===== src/rtl/mem_pkg.sv =====
`default_nettype none
// ============================================================================
// Module      : mem_pkg
// Description : Shared FSM state encoding and wait-counter sizing for mem_bank.
// Revision    : 1.0 - initial release
// ============================================================================
package mem_pkg;

    localparam int c_max_wait_cycles = 15;
    localparam int c_cnt_w           = $clog2(c_max_wait_cycles + 1);

    typedef enum logic [1:0] {
        IDLE = 2'd0,
        WAIT = 2'd1,
        ACK  = 2'd2
    } state_t;

endpackage
`default_nettype wire


===== src/rtl/mem_bank_if.sv =====
`default_nettype none
// ============================================================================
// Module      : mem_bank_if
// Description : Request/response bundle for mem_bank; perr exists only when
//               MEM_PARITY_EN is defined.
// Revision    : 1.0 - initial release
// ============================================================================
interface mem_bank_if #(
    parameter int DATA_W = 8,
    parameter int ADDR_W = 5
);
    logic              req;
    logic              we;
    logic [ADDR_W-1:0] addr;
    logic [DATA_W-1:0] wdata;
    logic [DATA_W-1:0] rdata;
    logic              ack;
    logic              busy;
`ifdef MEM_PARITY_EN
    logic              perr;

    modport master (output req, we, addr, wdata, input rdata, ack, busy, perr);
    modport slave  (input req, we, addr, wdata, output rdata, ack, busy, perr);
`else
    modport master (output req, we, addr, wdata, input rdata, ack, busy);
    modport slave  (input req, we, addr, wdata, output rdata, ack, busy);
`endif
endinterface
`default_nettype wire


===== src/rtl/mem_array.sv =====
`default_nettype none
// ============================================================================
// Module      : mem_array
// Description : Single-port storage, synchronous write, registered read.
// Revision    : 1.0 - initial release
// ============================================================================
module mem_array #(
    parameter int WORD_W = 8,
    parameter int ADDR_W = 5
) (
    input  wire logic              clk,
    input  wire logic              rst,
    input  wire logic              i_wr_en,
    input  wire logic              i_rd_en,
    input  wire logic [ADDR_W-1:0] i_addr,
    input  wire logic [WORD_W-1:0] i_wdata,
    output logic      [WORD_W-1:0] o_rdata
);

    logic [WORD_W-1:0] r_mem [2**ADDR_W];
    logic [WORD_W-1:0] r_rdata;

    // Contents deliberately survive reset; only the read register clears.
    always_ff @(posedge clk) begin
        if (i_wr_en) begin
            r_mem[i_addr] <= i_wdata;
        end
    end

    always_ff @(posedge clk) begin
        if (rst) begin
            r_rdata <= '0;
        end else if (i_rd_en) begin
            r_rdata <= r_mem[i_addr];
        end
    end

    assign o_rdata = r_rdata;

endmodule
`default_nettype wire


===== src/rtl/mem_bank.sv =====
`default_nettype none
// ============================================================================
// Module      : mem_bank
// Description : Wait-state memory bank (IDLE/WAIT/ACK); MEM_PARITY_EN adds a
//               stored even-parity bit and the perr output.
// Revision    : 1.0 - initial release
// ============================================================================
module mem_bank
    import mem_pkg::*;
#(
    parameter int DATA_W      = 8,
    parameter int ADDR_W      = 5,
    parameter int WAIT_CYCLES = 1
) (
    input wire logic  clk,
    input wire logic  rst,
    mem_bank_if.slave bus
);

`ifdef MEM_PARITY_EN
    localparam int c_word_w = DATA_W + 1;
`else
    localparam int c_word_w = DATA_W;
`endif
    localparam logic [c_cnt_w-1:0] c_wait    = c_cnt_w'(WAIT_CYCLES);
    localparam logic [c_cnt_w-1:0] c_cnt_one = c_cnt_w'(1);

    state_t              r_state;
    logic [c_cnt_w-1:0]  r_cnt;
    logic                r_we;
    logic [ADDR_W-1:0]   r_addr;
    logic [DATA_W-1:0]   r_wdata;
    logic                r_ack;

    logic                w_start;
    logic                w_enter_ack;
    logic                w_acc_we;
    logic [ADDR_W-1:0]   w_acc_addr;
    logic [DATA_W-1:0]   w_acc_wdata;
    logic                w_wr_en;
    logic                w_rd_en;
    logic [c_word_w-1:0] w_wr_word;
    logic [c_word_w-1:0] w_rd_word;

    assign w_start     = (r_state == IDLE) && bus.req;
    assign w_enter_ack = (w_start && (c_wait == '0)) ||
                         ((r_state == WAIT) && (r_cnt == c_cnt_one));

    // With zero wait states the access completes on the sampling edge itself,
    // so the live request fields are used before they reach the latches.
    assign w_acc_we    = (r_state == IDLE) ? bus.we    : r_we;
    assign w_acc_addr  = (r_state == IDLE) ? bus.addr  : r_addr;
    assign w_acc_wdata = (r_state == IDLE) ? bus.wdata : r_wdata;

    // Reset on the completing edge discards the access entirely.
    assign w_wr_en = w_enter_ack &  w_acc_we & ~rst;
    assign w_rd_en = w_enter_ack & ~w_acc_we & ~rst;

    always_ff @(posedge clk) begin
        if (rst) begin
            r_state <= IDLE;
            r_cnt   <= '0;
            r_ack   <= 1'b0;
            r_we    <= 1'b0;
            r_addr  <= '0;
            r_wdata <= '0;
        end else begin
            r_ack <= w_enter_ack;
            case (r_state)
                IDLE: begin
                    if (bus.req) begin
                        r_we    <= bus.we;
                        r_addr  <= bus.addr;
                        r_wdata <= bus.wdata;
                        r_cnt   <= c_wait;
                        r_state <= (c_wait == '0) ? ACK : WAIT;
                    end
                end
                WAIT: begin
                    r_cnt <= r_cnt - c_cnt_one;
                    if (r_cnt == c_cnt_one) begin
                        r_state <= ACK;
                    end
                end
                ACK:     r_state <= IDLE;
                default: r_state <= IDLE;
            endcase
        end
    end

`ifdef MEM_PARITY_EN
    logic r_rd_done;

    always_ff @(posedge clk) begin
        if (rst) begin
            r_rd_done <= 1'b0;
        end else begin
            r_rd_done <= w_enter_ack & ~w_acc_we;
        end
    end

    assign w_wr_word = {^w_acc_wdata, w_acc_wdata};
    assign bus.perr  = r_rd_done & (^w_rd_word);
`else
    assign w_wr_word = w_acc_wdata;
`endif

    mem_array #(
        .WORD_W (c_word_w),
        .ADDR_W (ADDR_W)
    ) u_array (
        .clk     (clk),
        .rst     (rst),
        .i_wr_en (w_wr_en),
        .i_rd_en (w_rd_en),
        .i_addr  (w_acc_addr),
        .i_wdata (w_wr_word),
        .o_rdata (w_rd_word)
    );

    assign bus.rdata = w_rd_word[DATA_W-1:0];
    assign bus.ack   = r_ack;
    assign bus.busy  = (r_state != IDLE);

endmodule
`default_nettype wire


===== src/flat_wrapper.sv =====
// flat-port wrapper written by rule: the top's interface ports become plain ports
module mem_bank_flat import mem_pkg::*;
#(
    parameter int DATA_W      = 8,
    parameter int ADDR_W      = 5,
    parameter int WAIT_CYCLES = 1
)
  (clk, rst, bus_req, bus_we, bus_addr, bus_wdata, bus_rdata, bus_ack, bus_busy);
  mem_bank_if #(.DATA_W(DATA_W), .ADDR_W(ADDR_W)) bus_i ();
  input wire logic clk;
  input wire logic rst;
  input wire logic [$bits(bus_i.req)-1:0] bus_req;
  input wire logic [$bits(bus_i.we)-1:0] bus_we;
  input wire logic [$bits(bus_i.addr)-1:0] bus_addr;
  input wire logic [$bits(bus_i.wdata)-1:0] bus_wdata;
  output wire logic [$bits(bus_i.rdata)-1:0] bus_rdata;
  output wire logic [$bits(bus_i.ack)-1:0] bus_ack;
  output wire logic [$bits(bus_i.busy)-1:0] bus_busy;
  assign bus_i.req = bus_req;
  assign bus_i.we = bus_we;
  assign bus_i.addr = bus_addr;
  assign bus_i.wdata = bus_wdata;
  assign bus_rdata = bus_i.rdata;
  assign bus_ack = bus_i.ack;
  assign bus_busy = bus_i.busy;
  mem_bank #(.DATA_W(DATA_W), .ADDR_W(ADDR_W), .WAIT_CYCLES(WAIT_CYCLES)) u_core (.clk(clk), .rst(rst), .bus(bus_i));
endmodule

===== config.mk =====
export PLATFORM = sky130hd
export DESIGN_NAME = mem_bank_flat
export DESIGN_NICKNAME = d
export VERILOG_FILES = /design/src/rtl/mem_pkg.sv /design/src/rtl/mem_bank_if.sv /design/src/rtl/mem_array.sv /design/src/rtl/mem_bank.sv /design/src/flat_wrapper.sv
export SDC_FILE = /design/constraint.sdc
export NUM_CORES = 1
export LEC_CHECK = 0
export BUFFER_PORTS_ARGS = -buffer_cell sky130_fd_sc_hd__buf_4
export CORE_MARGIN = 1
export CORE_UTILIZATION = 55
export CTS_BUF_LIST = sky130_fd_sc_hd__clkbuf_4
export CTS_CLUSTER_SIZE = 12
export DETAILED_ROUTE_END_ITERATION = 8
export HOLD_SLACK_MARGIN = 0.15
export PLACE_DENSITY = 0.68
export SYNTH_ARGS = -nofsm -noshare
export SYNTH_HDL_FRONTEND = slang
export SYNTH_SLANG_ARGS = --single-unit

===== constraint.sdc =====
create_clock -name clk -period 7.65 [get_ports clk]
set_clock_uncertainty 0.1 [all_clocks]
set_input_delay 0.3825 -clock clk [delete_from_list [all_inputs] [get_ports clk]]
set_output_delay 0.3825 -clock clk [all_outputs]
set_load 0.005 [all_outputs]

==> flow_metrics.py <==
metrics = {
    "status": {
        "outcome": "finished, final reports clean",
    },
    "timing": {
        "fmax_ghz": 0.246,
        "timing.final.ws_setup_ns": 3.58,
        "hold_slack_ns": 0.415,
        "min_period_ns": 4.07,
        "rsz0062_at_grt": "false",
        "fin_crit_sh": 0.532,
        "worstMarginPinSlew_ns": 1.09,
        "setup_violations": 0,
        "relSlewSlack": 0.271,
        "fin_tns_setup_ns": 0,
        "hold_viol": 0,
        "maxSlewViolCount": 0,
    },
    "clock_network": {
        "htree_levels": 3,
        "clockBufferDepth": 3,
        "cts_resized": 0,
        "tritoncts": "done",
        "path_clk_slew_ns": 0.07,
        "numCtsBuffers": 70,
        "cts.sinks": 285,
        "clockRootBuffer": "clkbuf_4",
        "clock_latency_ns": 0.68,
    },
    "setup_path": {
        "critPathKind": "register to register",
        "end_kind": "register",
        "cp-start-kind": "register",
        "reg2regPathDepth": 6,
        "worstPathArrival_ns": 4.25,
        "cp_max_fo": 65,
        "cp.required_ns": 7.83,
    },
    "global_route": {
        "track_usage": 0.272,
        "grt_pass1_vias": 6655,
        "grt_max_degree": 66,
        "grt_antenna_before_repair": 1,
        "grt_pass1_wl_um": 39500,
        "overflow": 0,
    },
    "floorplanning": {
        "floorplan.initialDensity": 0.560,
        "ios": 27,
        "fp-row-count": 51,
        "die_x_um": 143,
        "die_h_um": 143,
        "dieArea_sq_um": 20400,
        "core_sq_um": 19500,
    },
    "finish": {
        "drive_gt1_frac": 0.193,
        "final_util": 0.641,
        "final_cell_mix": "edfxtp_1 (256), a22oi_1 (121), clkbuf_4 (105)",
        "area_delta_synth_final_pct": 14.4,
        "stdcell_area_sq_um": 12500,
        "multiInputGateArea_sq_um": 2400,
        "fillCellCount": 1421,
        "final_common_cell": "edfxtp_1",
        "fin_nets": 821,
        "area.sequential_sq_um": 8270,
    },
    "logic_synthesis": {
        "synth_top_area_share": 0.705,
        "syn_nets": 734,
        "yosys_warnings": 0,
        "ys_top_cells_by_area": "edfxtp_1 (71%), a22oi_1 (8.3%), dfxtp_1 (5.3%)",
        "synth_top_cell_by_area": "edfxtp_1",
        "avgSynthCellArea_sq_um": 15.2,
        "syn_area_sq_um": 10900,
        "synth-seq-area-share": 0.758,
        "synth_cells": 715,
        "ys_seq_elements": 285,
        "yosysUniqueCellTypes": 35,
    },
    "placement": {
        "dp_slack_ns": 3.64,
        "placed_cell_area_sq_um": 11200,
        "port_buffers": 26,
        "gp_congestion": 0.869,
        "dp_hpwl_um": 15300,
    },
    "pwr": {
        "vdd_ir_drop_max_v": 0.000160,
        "p_leak_nw": 4.10,
        "power_density_nw_per_um2": 265,
    },
    "run": {
        "maxCapViolCount": 0,
    },
    "detailed_routing": {
        "drt-vias-per-instance": 6.12,
        "dr_wl_met2_um": 12900,
        "drtAntennaViolNets": 0,
        "wl_met1_um": 10600,
        "wl_met3_um": 2410,
        "wl_per_cell_um": 23.5,
        "vias": 6886,
        "top_layer": "met4",
        "wl_um": 26500,
        "drt_pre_antenna_iters": 6,
        "first_iter_violations": 846,
        "route.detailed.drc": 0,
    },
    "hold_path": {
        "hp-class": "register to register",
        "hold_depth": 2,
    },
}
[metrics by stage]
| stage | cells | total power [mW] |
|---|---|---|
| after detailed placement | 964 | 2.05 |
| final | 1125 | 3.31 |
| after CTS | 1123 | 3.33 |
| after global placement | 964 | 2.04 |
| after global routing | 1125 | 3.43 |
| after floorplan | 715 | 1.96 |
[layer usage]
| metal | track usage | vias up |
|---|---|---|
| met5 | 0 | - |
| met3 | 0.0630 | 50 |
| met2 | 0.428 | 372 |
| met4 | 0.102 | 0 |
| li1 | - | 3056 |
| met1 | 0.372 | 3408 |
[state kept, by name, indices dropped and copies added (netlist names)]
| name | cells |
|---|---|
| u_core.bus.ack | 1 |
| u_core.r_addr | 5 |
| u_core.r_cnt | 4 |
| u_core.r_state | 2 |
| u_core.r_wdata | 8 |
| u_core.r_we | 1 |
| u_core.u_array.o_rdata | 8 |
| u_core.u_array.r_mem | 256 |
[report_power, final]
group	internal, mW	switching, mW
Combinational	0.0852	0.206
Sequential	1.73	0.0106
Clock	0.698	0.579
[repair_timing]
action,4_1_cts,5_1_grt
hold buffers,31,0
hold endpoints to repair,28,0
setup buffers,0,0
[Yosys cell counts]
library cell	number
edfxtp_1	256
a22oi_1	121
a21oi_1	80
nor2_1	49
nand2_1	45
dfxtp_1	29
buf_2	18
clkbuf_1	18
nor3_1	11
mux2_2	10
a22oi_2	9
nor4_1	9
o21bai_1	9
a31oi_1	8
buf_6	5
nand2b_1	5
o21ai_0	4
or4b_1	4
inv_1	3
buf_4	2
buf_8	2
ha_1	2
mux2i_1	2
o211ai_1	2
o21ai_1	2
a21o_1	1
a311oi_1	1
and2_0	1
and2_1	1
buf_1	1
o31ai_1	1
o31ai_4	1
or3_1	1
or4_1	1
or4_4	1
[critical path: stages, from the launching register on]
cell and delay [ns]:
dfxtp_1 0.43, nor2_2 0.90, inv_1 0.26, o21ai_4 0.20
buf_4 0.57, nand2_1 0.52, nor2_1 0.69
[cells by family after synthesis]
family          after synthesis  share of synthesized area
compound gates              239                      0.149
flops                       285                      0.758
mux                          12                     0.0122
fa+ha+maj                     2                    0.00230
buf+inv                      49                     0.0251
simple gates                128                     0.0526
[final cells by class]
class | instances | share of cell area
Sequential cell | 285 | 0.663
Multi-Input combinational cell | 381 | 0.192
Clock buffer | 105 | 0.0632
Timing Repair Buffer | 61 | 0.0429
Tap cell | 265 | 0.0266
Clock inverter | 23 | 0.0113
Inverter | 3 | 0.000903
Antenna cell | 2 | 0.000401
[final timing paths]
kind,start,slack (ns),end
setup / recovery,u_core.r_state[1],3.58,u_core.u_array.r_mem[7][5]
hold / removal,u_core.r_cnt[1],0.42,u_core.r_cnt[1]
setup reg to reg,u_core.r_state[1],3.58,u_core.u_array.r_mem[7][5]
hold reg to reg,u_core.r_cnt[1],0.42,u_core.r_cnt[1]
Power figures use the tool's default switching activity.
